==> src/rtl/quad_pkg.sv <==
// Shared definitions for the filtered quadrature decoder: resolution-mode
// encodings and the A/B transition classifier.
package quad_pkg;

    localparam logic [1:0] QUAD_MODE_X4     = 2'b00;
    localparam logic [1:0] QUAD_MODE_X2     = 2'b01;
    localparam logic [1:0] QUAD_MODE_X1     = 2'b10;
    localparam logic [1:0] QUAD_MODE_X4_ALT = 2'b11;

    typedef enum logic [1:0] {
        STEP_NONE    = 2'b00,
        STEP_UP      = 2'b01,
        STEP_DOWN    = 2'b10,
        STEP_ILLEGAL = 2'b11
    } quad_step_e;

    // AB is {A,B}; the up sequence is 00 -> 10 -> 11 -> 01 -> 00.
    function automatic quad_step_e quad_step(input logic [1:0] prev_ab,
                                             input logic [1:0] next_ab);
        quad_step_e step;
        step = STEP_NONE;
        case ({prev_ab, next_ab})
            4'b00_10, 4'b10_11, 4'b11_01, 4'b01_00: step = STEP_UP;
            4'b10_00, 4'b11_10, 4'b01_11, 4'b00_01: step = STEP_DOWN;
            4'b00_11, 4'b11_00, 4'b10_01, 4'b01_10: step = STEP_ILLEGAL;
            default:                                step = STEP_NONE;
        endcase
        return step;
    endfunction

    // True when a legal transition is counted at the selected resolution.
    function automatic logic quad_mode_gate(input logic [1:0] mode,
                                            input logic [1:0] prev_ab,
                                            input logic [1:0] next_ab);
        logic a_changed;
        logic gate;
        a_changed = prev_ab[1] ^ next_ab[1];
        case (mode)
            QUAD_MODE_X2: gate = a_changed;
            QUAD_MODE_X1: gate = a_changed && !prev_ab[0] && !next_ab[0];
            default:      gate = 1'b1;
        endcase
        return gate;
    endfunction

endpackage

==> src/rtl/quad_input_filter.sv <==
// One encoder input: SYNC_STAGES-deep synchroniser followed by a glitch
// filter that accepts a new level after filter_len+1 consecutive samples.
module quad_input_filter #(
    parameter int SYNC_STAGES = 2,
    parameter int FILTER_BITS = 4
) (
    input  logic                   i_clk,
    input  logic                   i_rst_n,
    input  logic                   i_async,
    input  logic [FILTER_BITS-1:0] i_filter_len,
    output logic                   o_filtered,
    output logic [FILTER_BITS-1:0] o_filter_cnt
);

    logic [SYNC_STAGES-1:0] r_sync;
    logic [FILTER_BITS-1:0] r_cnt;
    logic                   r_filtered;
    logic                   w_synced;

    assign w_synced = r_sync[SYNC_STAGES-1];

    always_ff @(posedge i_clk or negedge i_rst_n) begin
        if (!i_rst_n) begin
            r_sync <= '0;
        end else begin
            r_sync <= {r_sync[SYNC_STAGES-2:0], i_async};
        end
    end

    // The >= compare lets a shortened filter_len take effect on the next cycle.
    always_ff @(posedge i_clk or negedge i_rst_n) begin
        if (!i_rst_n) begin
            r_cnt      <= '0;
            r_filtered <= 1'b0;
        end else if (w_synced == r_filtered) begin
            r_cnt <= '0;
        end else if (r_cnt >= i_filter_len) begin
            r_filtered <= w_synced;
            r_cnt      <= '0;
        end else begin
            r_cnt <= r_cnt + 1'b1;
        end
    end

    assign o_filtered   = r_filtered;
    assign o_filter_cnt = r_cnt;

endmodule

==> src/rtl/quad_decoder_filtered.sv <==
// Quadrature decoder with filtered A/B/index inputs, x1/x2/x4 resolution,
// preset load, index capture/zeroing and sticky illegal-transition flag.
module quad_decoder_filtered
    import quad_pkg::*;
#(
    parameter int COUNT_BITS  = 32,
    parameter int SYNC_STAGES = 2,
    parameter int FILTER_BITS = 4
) (
    input  logic                         clk,
    input  logic                         reset_n,
    input  logic                         quad_a,
    input  logic                         quad_b,
    input  logic                         quad_i,
    input  logic [1:0]                   mode,
    input  logic [FILTER_BITS-1:0]       filter_len,
    input  logic                         load,
    input  logic signed [COUNT_BITS-1:0] load_value,
    input  logic                         index_zero_en,
    input  logic                         status_clear,
    output logic signed [COUNT_BITS-1:0] position,
    output logic                         direction,
    output logic                         count_strobe,
    output logic signed [COUNT_BITS-1:0] index_latch,
    output logic                         index_valid,
    output logic                         error
);

    localparam logic [COUNT_BITS-1:0] ONE = COUNT_BITS'(1);

    logic                   w_a;
    logic                   w_b;
    logic                   w_i;
    logic [FILTER_BITS-1:0] w_cnt_a;
    logic [FILTER_BITS-1:0] w_cnt_b;
    logic [FILTER_BITS-1:0] w_cnt_i;

    logic [1:0]             r_prev_ab;
    logic                   r_prev_i;
    logic [COUNT_BITS-1:0]  r_position;
    logic                   r_direction;
    logic                   r_strobe;
    logic [COUNT_BITS-1:0]  r_index_latch;
    logic                   r_index_valid;
    logic                   r_error;

    logic [1:0]             w_ab;
    quad_step_e             w_step;
    logic                   w_legal_move;
    logic                   w_count;
    logic                   w_up;
    logic                   w_index_rise;
    logic                   w_zero;

    quad_input_filter #(.SYNC_STAGES(SYNC_STAGES), .FILTER_BITS(FILTER_BITS)) u_filt_a (
        .i_clk        (clk),
        .i_rst_n      (reset_n),
        .i_async      (quad_a),
        .i_filter_len (filter_len),
        .o_filtered   (w_a),
        .o_filter_cnt (w_cnt_a)
    );

    quad_input_filter #(.SYNC_STAGES(SYNC_STAGES), .FILTER_BITS(FILTER_BITS)) u_filt_b (
        .i_clk        (clk),
        .i_rst_n      (reset_n),
        .i_async      (quad_b),
        .i_filter_len (filter_len),
        .o_filtered   (w_b),
        .o_filter_cnt (w_cnt_b)
    );

    quad_input_filter #(.SYNC_STAGES(SYNC_STAGES), .FILTER_BITS(FILTER_BITS)) u_filt_i (
        .i_clk        (clk),
        .i_rst_n      (reset_n),
        .i_async      (quad_i),
        .i_filter_len (filter_len),
        .o_filtered   (w_i),
        .o_filter_cnt (w_cnt_i)
    );

    always_comb begin
        w_ab         = {w_a, w_b};
        w_step       = quad_step(r_prev_ab, w_ab);
        w_legal_move = (w_step == STEP_UP) || (w_step == STEP_DOWN);
        w_count      = w_legal_move && quad_mode_gate(mode, r_prev_ab, w_ab);
        w_up         = (w_step == STEP_UP);
        w_index_rise = w_i && !r_prev_i;
        w_zero       = w_index_rise && index_zero_en;
    end

    always_ff @(posedge clk or negedge reset_n) begin
        if (!reset_n) begin
            r_prev_ab <= 2'b00;
            r_prev_i  <= 1'b0;
        end else begin
            r_prev_ab <= w_ab;
            r_prev_i  <= w_i;
        end
    end

    // Load beats index zeroing beats a count; strobe/direction follow applied steps only.
    always_ff @(posedge clk or negedge reset_n) begin
        if (!reset_n) begin
            r_position  <= '0;
            r_direction <= 1'b0;
            r_strobe    <= 1'b0;
        end else begin
            r_strobe <= 1'b0;
            if (load) begin
                r_position <= load_value;
            end else if (w_zero) begin
                r_position <= '0;
            end else if (w_count) begin
                r_position  <= w_up ? (r_position + ONE) : (r_position - ONE);
                r_direction <= w_up;
                r_strobe    <= 1'b1;
            end
        end
    end

    always_ff @(posedge clk or negedge reset_n) begin
        if (!reset_n) begin
            r_index_latch <= '0;
            r_index_valid <= 1'b0;
        end else if (w_index_rise) begin
            r_index_latch <= r_position;
            r_index_valid <= 1'b1;
        end else if (status_clear) begin
            r_index_valid <= 1'b0;
        end
    end

    always_ff @(posedge clk or negedge reset_n) begin
        if (!reset_n) begin
            r_error <= 1'b0;
        end else if (w_step == STEP_ILLEGAL) begin
            r_error <= 1'b1;
        end else if (status_clear) begin
            r_error <= 1'b0;
        end
    end

    assign position     = r_position;
    assign direction    = r_direction;
    assign count_strobe = r_strobe;
    assign index_latch  = r_index_latch;
    assign index_valid  = r_index_valid;
    assign error        = r_error;

endmodule

==> config.mk <==
export PLATFORM = sky130hd
export DESIGN_NAME = quad_decoder_filtered
export DESIGN_NICKNAME = d
export VERILOG_FILES = /design/src/rtl/quad_pkg.sv /design/src/rtl/quad_input_filter.sv /design/src/rtl/quad_decoder_filtered.sv
export SDC_FILE = /design/constraint.sdc
export NUM_CORES = 1
export LEC_CHECK = 0
export BUFFER_PORTS_ARGS = -buffer_cell sky130_fd_sc_hd__buf_2
export CAP_MARGIN = 20
export CORE_AREA = 5 5 101 113
export CTS_CLUSTER_DIAMETER = 120
export DETAILED_ROUTE_END_ITERATION = 7
export DIE_AREA = 0 0 106 118
export HOLD_SLACK_MARGIN = 0.08
export PLACE_DENSITY_LB_ADDON = 0.25
export SLEW_MARGIN = 30
export SYNTH_ARGS = -nofsm -noshare
export SYNTH_HDL_FRONTEND = slang
export SYNTH_SLANG_ARGS = --single-unit
==> constraint.sdc <==
create_clock -name clk -period 8.1 [get_ports clk]
set_input_delay 1.215 -clock clk [delete_from_list [all_inputs] [get_ports clk]]
set_output_delay 1.215 -clock clk [all_outputs]
set_load 0.03 [all_outputs]
==> results of run 1 <==
==> placed cells by master (no fill, tap or decap), types with 7 or more instances in the layout <==
cell         n
buf_2      112
dfrtp_1     92
a21oi_1     69
nand2_1     56
ha_1        56
o21ai_0     45
nor2_1      43
mux2_2      35
xor2_1      24
inv_1       19
nand3_1     18
a21o_1      13
xnor2_1     11
nand4_1      9
a22oi_1      9
clkbuf_16    9
nor3_1       8
o21bai_1     8
and3_1       7
==> worst max-delay path, stage by stage, from the launching register on <==
cell and delay [ns]:
dfrtp_1 0.52, nand2_1 0.12, o21ai_0 0.09, o21ai_0 0.14
ha_1 0.28, inv_1 0.45, buf_4 0.41, ha_1 0.37
nand2_1 0.19, o21ai_0 0.16, a22oi_1 0.23, nand3_1 0.22
o31ai_1 0.36, xor2_1 0.18, o21ai_0 0.08
==> synthesized netlist by cell type, types with 4 or more instances <==
| cell type | number | area [sq um] |
|---|---|---|
| o21a_1 | 5 | 37.54 |
| clkbuf_1 | 9 | 33.78 |
| and3_1 | 7 | 43.79 |
| nand4_1 | 9 | 56.30 |
| ha_1 | 56 | 700.7 |
| xnor2_1 | 11 | 96.34 |
| a211oi_1 | 4 | 30.03 |
| inv_1 | 19 | 71.32 |
| o21ai_0 | 45 | 225.2 |
| xor2_1 | 24 | 210.2 |
| nand3_1 | 18 | 90.09 |
| mux2_2 | 35 | 394.1 |
| dfrtp_1 | 92 | 2302 |
| a22oi_1 | 9 | 67.56 |
| o21bai_1 | 8 | 60.06 |
| a31oi_1 | 5 | 31.28 |
| a221oi_1 | 4 | 35.03 |
| a21oi_1 | 69 | 345.3 |
| nand2_1 | 56 | 210.2 |
| buf_2 | 11 | 55.05 |
| mux2i_1 | 6 | 60.06 |
| nor3_1 | 8 | 40.04 |
| nor2_1 | 43 | 161.4 |
| a21o_1 | 13 | 97.59 |
| nand2b_1 | 6 | 37.54 |
==> final timing paths <==
| kind | startpoint | endpoint | slack, ns | cells past startpoint |
|---|---|---|---|---|
| setup reg to reg | u_filt_a.o_filtered | position[30] | 4.14 | 14 |
| setup / recovery | u_filt_a.o_filtered | position[30] | 4.14 | 14 |
| min in group asynchronous | reset_n | index_latch[11] | 0.80 | 1 |
| max in group asynchronous | reset_n | index_latch[30] | 6.16 | 2 |
| hold / removal | u_filt_b.r_sync[0] | u_filt_b.r_sync[1] | 0.35 | 0 |
| hold reg to reg | u_filt_b.r_sync[0] | u_filt_b.r_sync[1] | 0.35 | 0 |
==> state kept, by name, summed over array words and instances, names as in the netlist <==
| register | cells |
|---|---|
| u_filt_b.o_filter_cnt | 4 |
| position | 32 |
| count_strobe | 1 |
| u_filt_a.o_filtered | 1 |
| u_filt_b.r_sync | 2 |
| r_prev_i | 1 |
| u_filt_b.o_filtered | 1 |
| direction | 1 |
| u_filt_a.o_filter_cnt | 4 |
| index_latch | 32 |
| u_filt_i.r_sync | 2 |
| index_valid | 1 |
| u_filt_i.o_filtered | 1 |
| u_filt_i.o_filter_cnt | 4 |
| error | 1 |
| r_prev_ab | 2 |
| u_filt_a.r_sync | 2 |
==> logic make-up (layout without fill, tap and decap cells) <==
group                      Yosys count  after routing
xor gates and xnor gates            35             35
adders and majority gates           57             57
AOI/OAI and AO/OA                  188            188
DFF                                 92             92
and+or+nand+nor                    165            165
muxes                               42             42
buffers and inverters               45            154
==> area by class of cell <==
type | instances | area share (%)
clock buffer | 9 | 3.243
clock inverter | 7 | 1.532
inverter | 20 | 1.081
multi-input combinational | 487 | 49.77
sequential | 92 | 33.15
tap | 123 | 2.216
timing repair buffer | 118 | 9.009
==> per-layer routing <==
metal,part of all wire [%],track usage [%]
met2,51,43.98
met5,0,0
met3,4.0,4.443
met4,2.5,8.340
met1,43,31.51
==> per-stage QoR <==
stage                     cell area (sq um)  setup slack, ns
after floorplan                        5944            4.585
after global placement                 6585            4.294
after detailed placement               6585            4.150
after CTS                              6917            4.136
after global routing                   6944            3.721
final                                  6944            4.142
==> results.ini, run 1 <==
[cells_and_area]
seqCellArea_sq_um=2302
diodes=0
nets=831
fillerInstances=829
final_cells=856
fin_util_pct=68.42
multi_input_area_sq_um=3456
area_growth_pct=16.82
drive_above_1_share_pct=25.24

[routing]
avgRoutedWirePerCell_um=18.07
drtAntennaViolNets=0
firstDrtPassIters=5
route.detailed.drc=0
detail_route.wirelength_um=15470
drt_iter0_markers=198
vias=5116
avgViaCountPerCell=5.977

[clock_network]
cts-resized-gates=0
htreeDepth=3
cts.clk_slew.worst_paths_ns=0.07
cts_hold_buf=0
clkLatencyLatePin_ns=0.34
postCtsSetupBuffers=0
cts_tree=built
cts_sinks=92
cts-root-buf=clkbuf_16
cts_made_buffers=9
clk_path_buf_depth=2

[sta]
slew_headroom_pct=44.96
final-hold-violation-count=0
setup_viol=0
whs_ns=0.3503
drv_slew=0
period_minus_slack_ns=3.958
rsz0062_at_grt=no
worstMarginPinSlew_ns=0.8236
fmax_mhz=252.6
period_share_pct=48.87
clock_skew_ns=0.007483
final.setup.tns_ns=0

[die]
io_pins=114
fp.dieArea_sq_um=12510
core_area_sq_um=10150
die_w_um=106
start_util_pct=58.57
dieHeight_um=118
row_count=39

[synthesis]
synth_fa_ha_area_share_pct=12.12
async_reset_ff_share_pct=100.0
syn_nets=727
synth_edf_count=0
ys_types=59
yosysSeqAreaShare_pct=38.73
syn_area_sq_um=5944
syn_inst=624
synth-compound-area-share_pct=19.74
synth_flop_cell=dfrtp_1
syn_area_per_cell_sq_um=9.526
synth_top_family_by_area=compound AO/OA/AOI/OAI gates
synthXorXnorAreaFrac_pct=5.157
muxShareOfSynthArea_pct=7.893
ys_ff_latch=92
synth_warnings=0
yosys.area_share.simple_pct=13.09

[global_routing]
grt_max_degree=62
grt_pass1_vias=5320
gr-total-overflow=0
antenna_found_initial=0
grt_pass1_wl_um=25760
gr-usage-all-layers_pct=25.24

[worst_setup_path]
crit_type=reg -> reg
critPathCaptureType=flop
critPathLaunchType=flop
cp_max_fo=26
required_ns=8.30
arrival_ns=4.16

[job]
maxCapViolations=0

[run_status]
outcome=complete, no violations

[placement]
dp_hpwl_um=11560
gp_congestion=0.8931
placed_cells=839
io_buffers=113

[worst_hold_path]
hp-class=reg -> reg

Power of run 1 is left out: the tool's default activity adds up to more than one toggle a clock period on the data nets, which glitch-free logic cannot reach.
==> run 2: changes to the inputs <==
--- a/config.mk
+++ b/config.mk
@@ -7,10 +7,10 @@
 export LEC_CHECK = 0
 export BUFFER_PORTS_ARGS = -buffer_cell sky130_fd_sc_hd__buf_2
 export CAP_MARGIN = 20
-export CORE_AREA = 5 5 101 113
+export CORE_AREA = 5 5 105 117
 export CTS_CLUSTER_DIAMETER = 120
 export DETAILED_ROUTE_END_ITERATION = 7
-export DIE_AREA = 0 0 106 118
+export DIE_AREA = 0 0 110 122
 export HOLD_SLACK_MARGIN = 0.08
 export PLACE_DENSITY_LB_ADDON = 0.25
 export SLEW_MARGIN = 30
==> constraint.sdc (replaced) <==
create_clock -name clk -period 3.65 [get_ports clk]
set_input_delay 0.5475 -clock clk [delete_from_list [all_inputs] [get_ports clk]]
set_output_delay 0.5475 -clock clk [all_outputs]
set_load 0.03 [all_outputs]
==> results.ini, run 2 (synthesis results as in run 1) <==
[run_status]
outcome=complete, no violations  ; unchanged

[worst_setup_path]
rr_worst_depth=14  ; unchanged
reg2reg_to=position[28]  ; was position[30]
cp_slowest_cell=dfrtp_2  ; was dfrtp_1
critPathCaptureType=flop  ; unchanged
crit_path_cell_trace=nand2_1, o21ai_0, o21ai_1, ha_1, inv_1, buf_4, ha_1, a21oi_1, a21oi_2, nor3b_4, o41ai_4, o21ai_0, mux2i_1, nand2_1  ; was nand2_1, o21ai_0, o21ai_0, ha_1, inv_1, buf_4, ha_1, nand2_1, o21ai_0, a22oi_1, nand3_1, o31ai_1, xor2_1, o21ai_0
arrival_ns=3.70  ; was 4.16 ns
r2r-start=u_filt_a.o_filtered  ; unchanged
crit_family=compound AO/OA/AOI/OAI gates  ; unchanged
path_buf_inv=2  ; unchanged
regToRegSetupSlack_ns=0.18  ; was 4.14 ns
critPathLaunchType=flop  ; unchanged
cp_max_fo=29  ; was 26
crit_type=reg -> reg  ; unchanged
max_stage_delay_ns=0.47  ; was 0.52 ns
crit_start=u_filt_a.o_filtered  ; unchanged
required_ns=3.88  ; was 8.30 ns

[sta]
setup_viol=0  ; unchanged
final.setup.tns_ns=0  ; unchanged
clock_skew_ns=0.007038  ; was 0.007483 ns
final-hold-violation-count=0  ; unchanged
drv_slew=0  ; unchanged
period_share_pct=95.07  ; was 48.87%
worstMarginPinSlew_ns=0.7351  ; was 0.8236 ns
fmax_mhz=288.2  ; was 252.6 MHz
period_minus_slack_ns=3.470  ; was 3.958 ns
slew_headroom_pct=50.85  ; was 44.96%
rsz0062_at_grt=no  ; unchanged

[worst_hold_path]
hp-class=in -> async  ; was reg -> reg

[routing]
avgRoutedWirePerCell_um=17.18  ; was 18.07 um
drtAntennaViolNets=0  ; unchanged
route.detailed.drc=0  ; unchanged
firstDrtPassIters=5  ; unchanged
drt_iter0_markers=174  ; was 198
vias=5121  ; was 5116
detail_route.wirelength_um=15290  ; was 15470 um
avgViaCountPerCell=5.754  ; was 5.977

[cells_and_area]
area_growth_pct=18.80  ; was 16.82%
fillerInstances=975  ; was 829
layout_commonest_cell=buf_2  ; unchanged
drive_above_1_share_pct=27.84  ; was 25.24%
diodes=0  ; unchanged
nets=838  ; was 831
final_cell_mix=112 x buf_2, 91 x dfrtp_1, 68 x a21oi_1  ; was 112 x buf_2, 92 x dfrtp_1, 69 x a21oi_1

[die]
fp.dieArea_sq_um=13420  ; was 12510 sq um
row_count=41  ; was 39
start_util_pct=53.40  ; was 58.57%
core_area_sq_um=11130  ; was 10150 sq um
dieHeight_um=122  ; was 118 um
io_pins=114  ; unchanged
die_w_um=110  ; was 106 um

[global_routing]
grtUsageMet1_pct=28.59  ; was 31.51%
gr-usage-met3_pct=3.551  ; was 4.443%
gr-total-overflow=0  ; unchanged
gr-usage-all-layers_pct=23.39  ; was 25.24%
grt_max_degree=38  ; was 62
antenna_found_initial=0  ; unchanged
busiest_layer=met2  ; unchanged
grt_pass1_vias=5240  ; was 5320
grt_use_met2_pct=42.22  ; was 43.98%
grt_pass1_wl_um=24830  ; was 25760 um

[clock_network]
clkLatencyLatePin_ns=0.35  ; was 0.34 ns
cts_tree=built  ; unchanged
cts-root-buf=clkbuf_16  ; unchanged
clk_path_buf_depth=2  ; unchanged
cts_sinks=92  ; unchanged
cts_made_buffers=9  ; unchanged
cts.clk_slew.worst_paths_ns=0.07  ; about the same
htreeDepth=3  ; unchanged

[placement]
io_buffers=113  ; unchanged
gp_congestion=0.9258  ; was 0.8931
dp_hpwl_um=11650  ; was 11560 um

[job]
maxCapViolations=0  ; unchanged

run 2: changes by cell type in the layout (fill, tap and decap cells not counted), moves of 2 or more:
| cell | delta |
|---|---|
| a21boi_0 | -2 |
| ha_2 | +3 |
| nor4_1 | -2 |
| a31oi_2 | +2 |
| a21boi_1 | +2 |
| o21ai_0 | -2 |
| buf_4 | +8 |
| a31oi_1 | -2 |
| ha_1 | -3 |
run 2: routing by layer:
metal	wire length (um)	part of all wire, %	up-vias
li1	-	-	2487
met1	6583	43	2488
met2	7875	52	126
met3	602	3.9	20
met4	225	1.5	0
met5	0	0	-
run 2: worst reg2reg max path, stage by stage (launching register included):
cell	delay, ns
dfrtp_2	0.47
nand2_1	0.11
o21ai_0	0.10
o21ai_1	0.19
ha_1	0.26
inv_1	0.08
buf_4	0.24
ha_1	0.37
a21oi_1	0.25
a21oi_2	0.12
nor3b_4	0.34
o41ai_4	0.14
o21ai_0	0.37
mux2i_1	0.24
nand2_1	0.07
run 2: worst max-delay path by stage:
stage	cells after the start	end
final	14	position[28]
after CTS	14	position[29]
after detailed placement	14	position[29]
after global routing	14	position[28]
after global placement	14	position[23]
after floorplan	14	position[29]
run 2: timing repair:
item,CTS,global route
hold buffers,0,0
buffers inserted,0,1
endpoints found under the setup margin,0,18
gates resized for setup,0,20
run 2: stage by stage:
| step | area (sq um) | worst slack [ns] | hold slack, ns | instances | utilization (%) |
|---|---|---|---|---|---|
| detailed placement | 6671 | 0.04551 | 0.3379 | 873 | 59.93 |
| CTS | 6979 | 0.03850 | 0.1605 | 889 | 62.70 |
| global placement | 6671 | 0.2049 | 0.3337 | 873 | 59.93 |
| floorplan | 5944 | 0.1351 | 0.2519 | 624 | - |
| finish | 7062 | 0.1799 | 0.1474 | 890 | 63.44 |
| global route | 7062 | 0.03168 | 0.1862 | 890 | 63.44 |
run 2: layout make-up:
cell class | count | area [sq um] | share of cell area (%)
well taps | 150 | 187.7 | 2.658
inverters | 20 | 75.07 | 1.063
repair buffers | 125 | 658.1 | 9.320
multi-input cells | 487 | 3530 | 49.98
clock inverters | 7 | 82.58 | 1.169
clock buffers | 9 | 225.2 | 3.189
flip-flops and latches | 92 | 2303 | 32.62
Power of run 2 is left out for the same reason.
==> run 3: changes to the inputs <==
--- a/config.mk
+++ b/config.mk
@@ -13,6 +13,7 @@
 export DIE_AREA = 0 0 110 122
 export HOLD_SLACK_MARGIN = 0.08
 export PLACE_DENSITY_LB_ADDON = 0.25
+export REMOVE_ABC_BUFFERS = 1
 export SLEW_MARGIN = 30
 export SYNTH_ARGS = -nofsm -noshare
 export SYNTH_HDL_FRONTEND = slang
==> results.ini, run 3 (synthesis results as in run 1) <==
[run_status]
outcome=complete, no violations  ; unchanged

[routing]
firstDrtPassIters=4  ; was 5
drtAntennaViolNets=0  ; unchanged
drt_iter0_markers=173  ; was 174
avgRoutedWirePerCell_um=17.70  ; was 17.18 um
detail_route.wirelength_um=15840  ; was 15290 um
route.detailed.drc=0  ; unchanged
vias=5063  ; was 5121
avgViaCountPerCell=5.657  ; was 5.754

[worst_setup_path]
critPathLaunchType=flop  ; unchanged
crit_path_frequent_cell=a21oi_1
cp_slowest_cell=dfrtp_2  ; unchanged
r2r-start=u_filt_a.o_filtered  ; unchanged
rr_worst_depth=14  ; unchanged
arrival_ns=3.66  ; was 3.70 ns
cp_max_fo=27  ; was 29
required_ns=3.87  ; was 3.88 ns
crit_path_cell_trace=nand2b_1, nand3_1, o21a_1, ha_2, inv_1, buf_6, ha_1, a21oi_1, o21bai_1, a21oi_1, nand2_1, a21boi_0, xor2_1, o21ai_0  ; was nand2_1, o21ai_0, o21ai_1, ha_1, inv_1, buf_4, ha_1, a21oi_1, a21oi_2, nor3b_4, o41ai_4, o21ai_0, mux2i_1, nand2_1
max_stage_delay_ns=0.48  ; was 0.47 ns
crit_start=u_filt_a.o_filtered  ; unchanged
critPathCaptureType=flop  ; unchanged
regToRegSetupSlack_ns=0.21  ; was 0.18 ns
crit_type=reg -> reg  ; unchanged
reg2reg_to=position[21]  ; was position[28]

[placement]
io_buffers=113  ; unchanged
dp_hpwl_um=11910  ; was 11650 um
pre_cts_slack_ns=0.07299  ; was 0.04551 ns
gp_congestion=0.8916  ; was 0.9258
dpl_cell_area_sq_um=6709  ; was 6671 sq um

[global_routing]
antenna_found_initial=0  ; unchanged
gr-total-overflow=0  ; unchanged
grt_pass1_vias=5198  ; was 5240
grt_pass1_wl_um=25980  ; was 24830 um
gr-usage-all-layers_pct=24.92  ; was 23.39%
grt_max_degree=75  ; was 38

[sta]
whs_ns=0.1996  ; was 0.1474 ns
setup_viol=0  ; unchanged
drv_slew=0  ; unchanged
final-hold-violation-count=0  ; unchanged
slew_headroom_pct=54.81  ; was 50.85%
fmax_mhz=290.8  ; was 288.2 MHz
worstMarginPinSlew_ns=0.6779  ; was 0.7351 ns
fin_ws_ns=0.2108  ; was 0.1799 ns
period_share_pct=94.22  ; was 95.07%
rsz0062_at_grt=no  ; unchanged
clock_skew_ns=0.01069  ; was 0.007038 ns
period_minus_slack_ns=3.439  ; was 3.470 ns

[die]
fp.dieArea_sq_um=13420  ; unchanged
dieHeight_um=122  ; unchanged
io_pins=114  ; unchanged
start_util_pct=53.40  ; unchanged
row_count=41  ; unchanged
core_area_sq_um=11130  ; unchanged
die_w_um=110  ; unchanged

[cells_and_area]
seqCellArea_sq_um=2303  ; unchanged
drive_above_1_share_pct=27.11  ; was 27.84%
layout_commonest_cell=buf_2  ; unchanged
area_growth_pct=18.69  ; was 18.80%
multi_input_area_sq_um=3476  ; was 3530 sq um
diodes=0  ; unchanged
fillerInstances=969  ; was 975
nets=843  ; was 838
final_cell_mix=112 x buf_2, 91 x dfrtp_1, 69 x a21oi_1  ; was 112 x buf_2, 91 x dfrtp_1, 68 x a21oi_1
design_area_sq_um=7056  ; was 7062 sq um

[job]
maxCapViolations=0  ; unchanged

[worst_hold_path]
hp-class=in -> async  ; unchanged

[clock_network]
cts_tree=built  ; unchanged
cts_sinks=92  ; unchanged
clk_path_buf_depth=2  ; unchanged
cts-root-buf=clkbuf_16  ; unchanged
clkLatencyLatePin_ns=0.36  ; was 0.35 ns
cts.clk_slew.worst_paths_ns=0.07  ; about the same
htreeDepth=3  ; unchanged
cts_made_buffers=9  ; unchanged

==> run 3: cell count changes in the layout (fill, tap and decap cells not counted), sizes merged <==
cell and delta:
buf +5, inv -2, clkbuf +1, clkinv +1
==> run 3: metal layers <==
metal | vias up | wire length [um] | global-route usage, %
li1 | 2494 | - | -
met1 | 2438 | 6988 | 32.37
met2 | 113 | 7875 | 41.88
met3 | 18 | 686 | 3.445
met4 | 0 | 290 | 9.431
met5 | - | 0 | 0
==> run 3: timing repair <==
action | CTS | global route
gates resized for setup | 0 | 8
hold buffers | 0 | 0
setup endpoints to repair | 0 | 21
setup buffers | 0 | 1
==> run 3: critical path, delay by kind of cell (launching register included) <==
family	cells	cell delay [ns]
fa+ha+maj	2	0.60
compound gates	6	1.32
buf+inv	2	0.26
simple gates	3	0.42
flops	1	0.48
xor+xnor	1	0.21
==> run 3: cell type report <==
type                            count  area share, %
Sequential cell                    92          32.65
Timing Repair Buffer              130          9.966
Clock inverter                      6          1.011
Tap cell                          150          2.660
Clock buffer                       10          3.387
Multi-Input combinational cell    487          49.26
Inverter                           20          1.064
==> run 3: worst max-delay path by stage <==
stage,slack (ns),to
after floorplan,-0.12,position[23]
after global placement,0.15,position[21]
after detailed placement,0.07,position[21]
after CTS,0.03,position[21]
after global routing,0.04,position[29]
final,0.21,position[21]
==> run 3: through the flow <==
stage | cells | TNS (ns) | util, %
after CTS | 894 | 0 | 63.06
final | 895 | 0 | 63.38
after floorplan | 599 | -0.1836 | -
after global placement | 878 | 0 | 60.27
after detailed placement | 878 | 0 | 60.27
after global routing | 895 | 0 | 63.38
Power of run 3 is left out for the same reason.
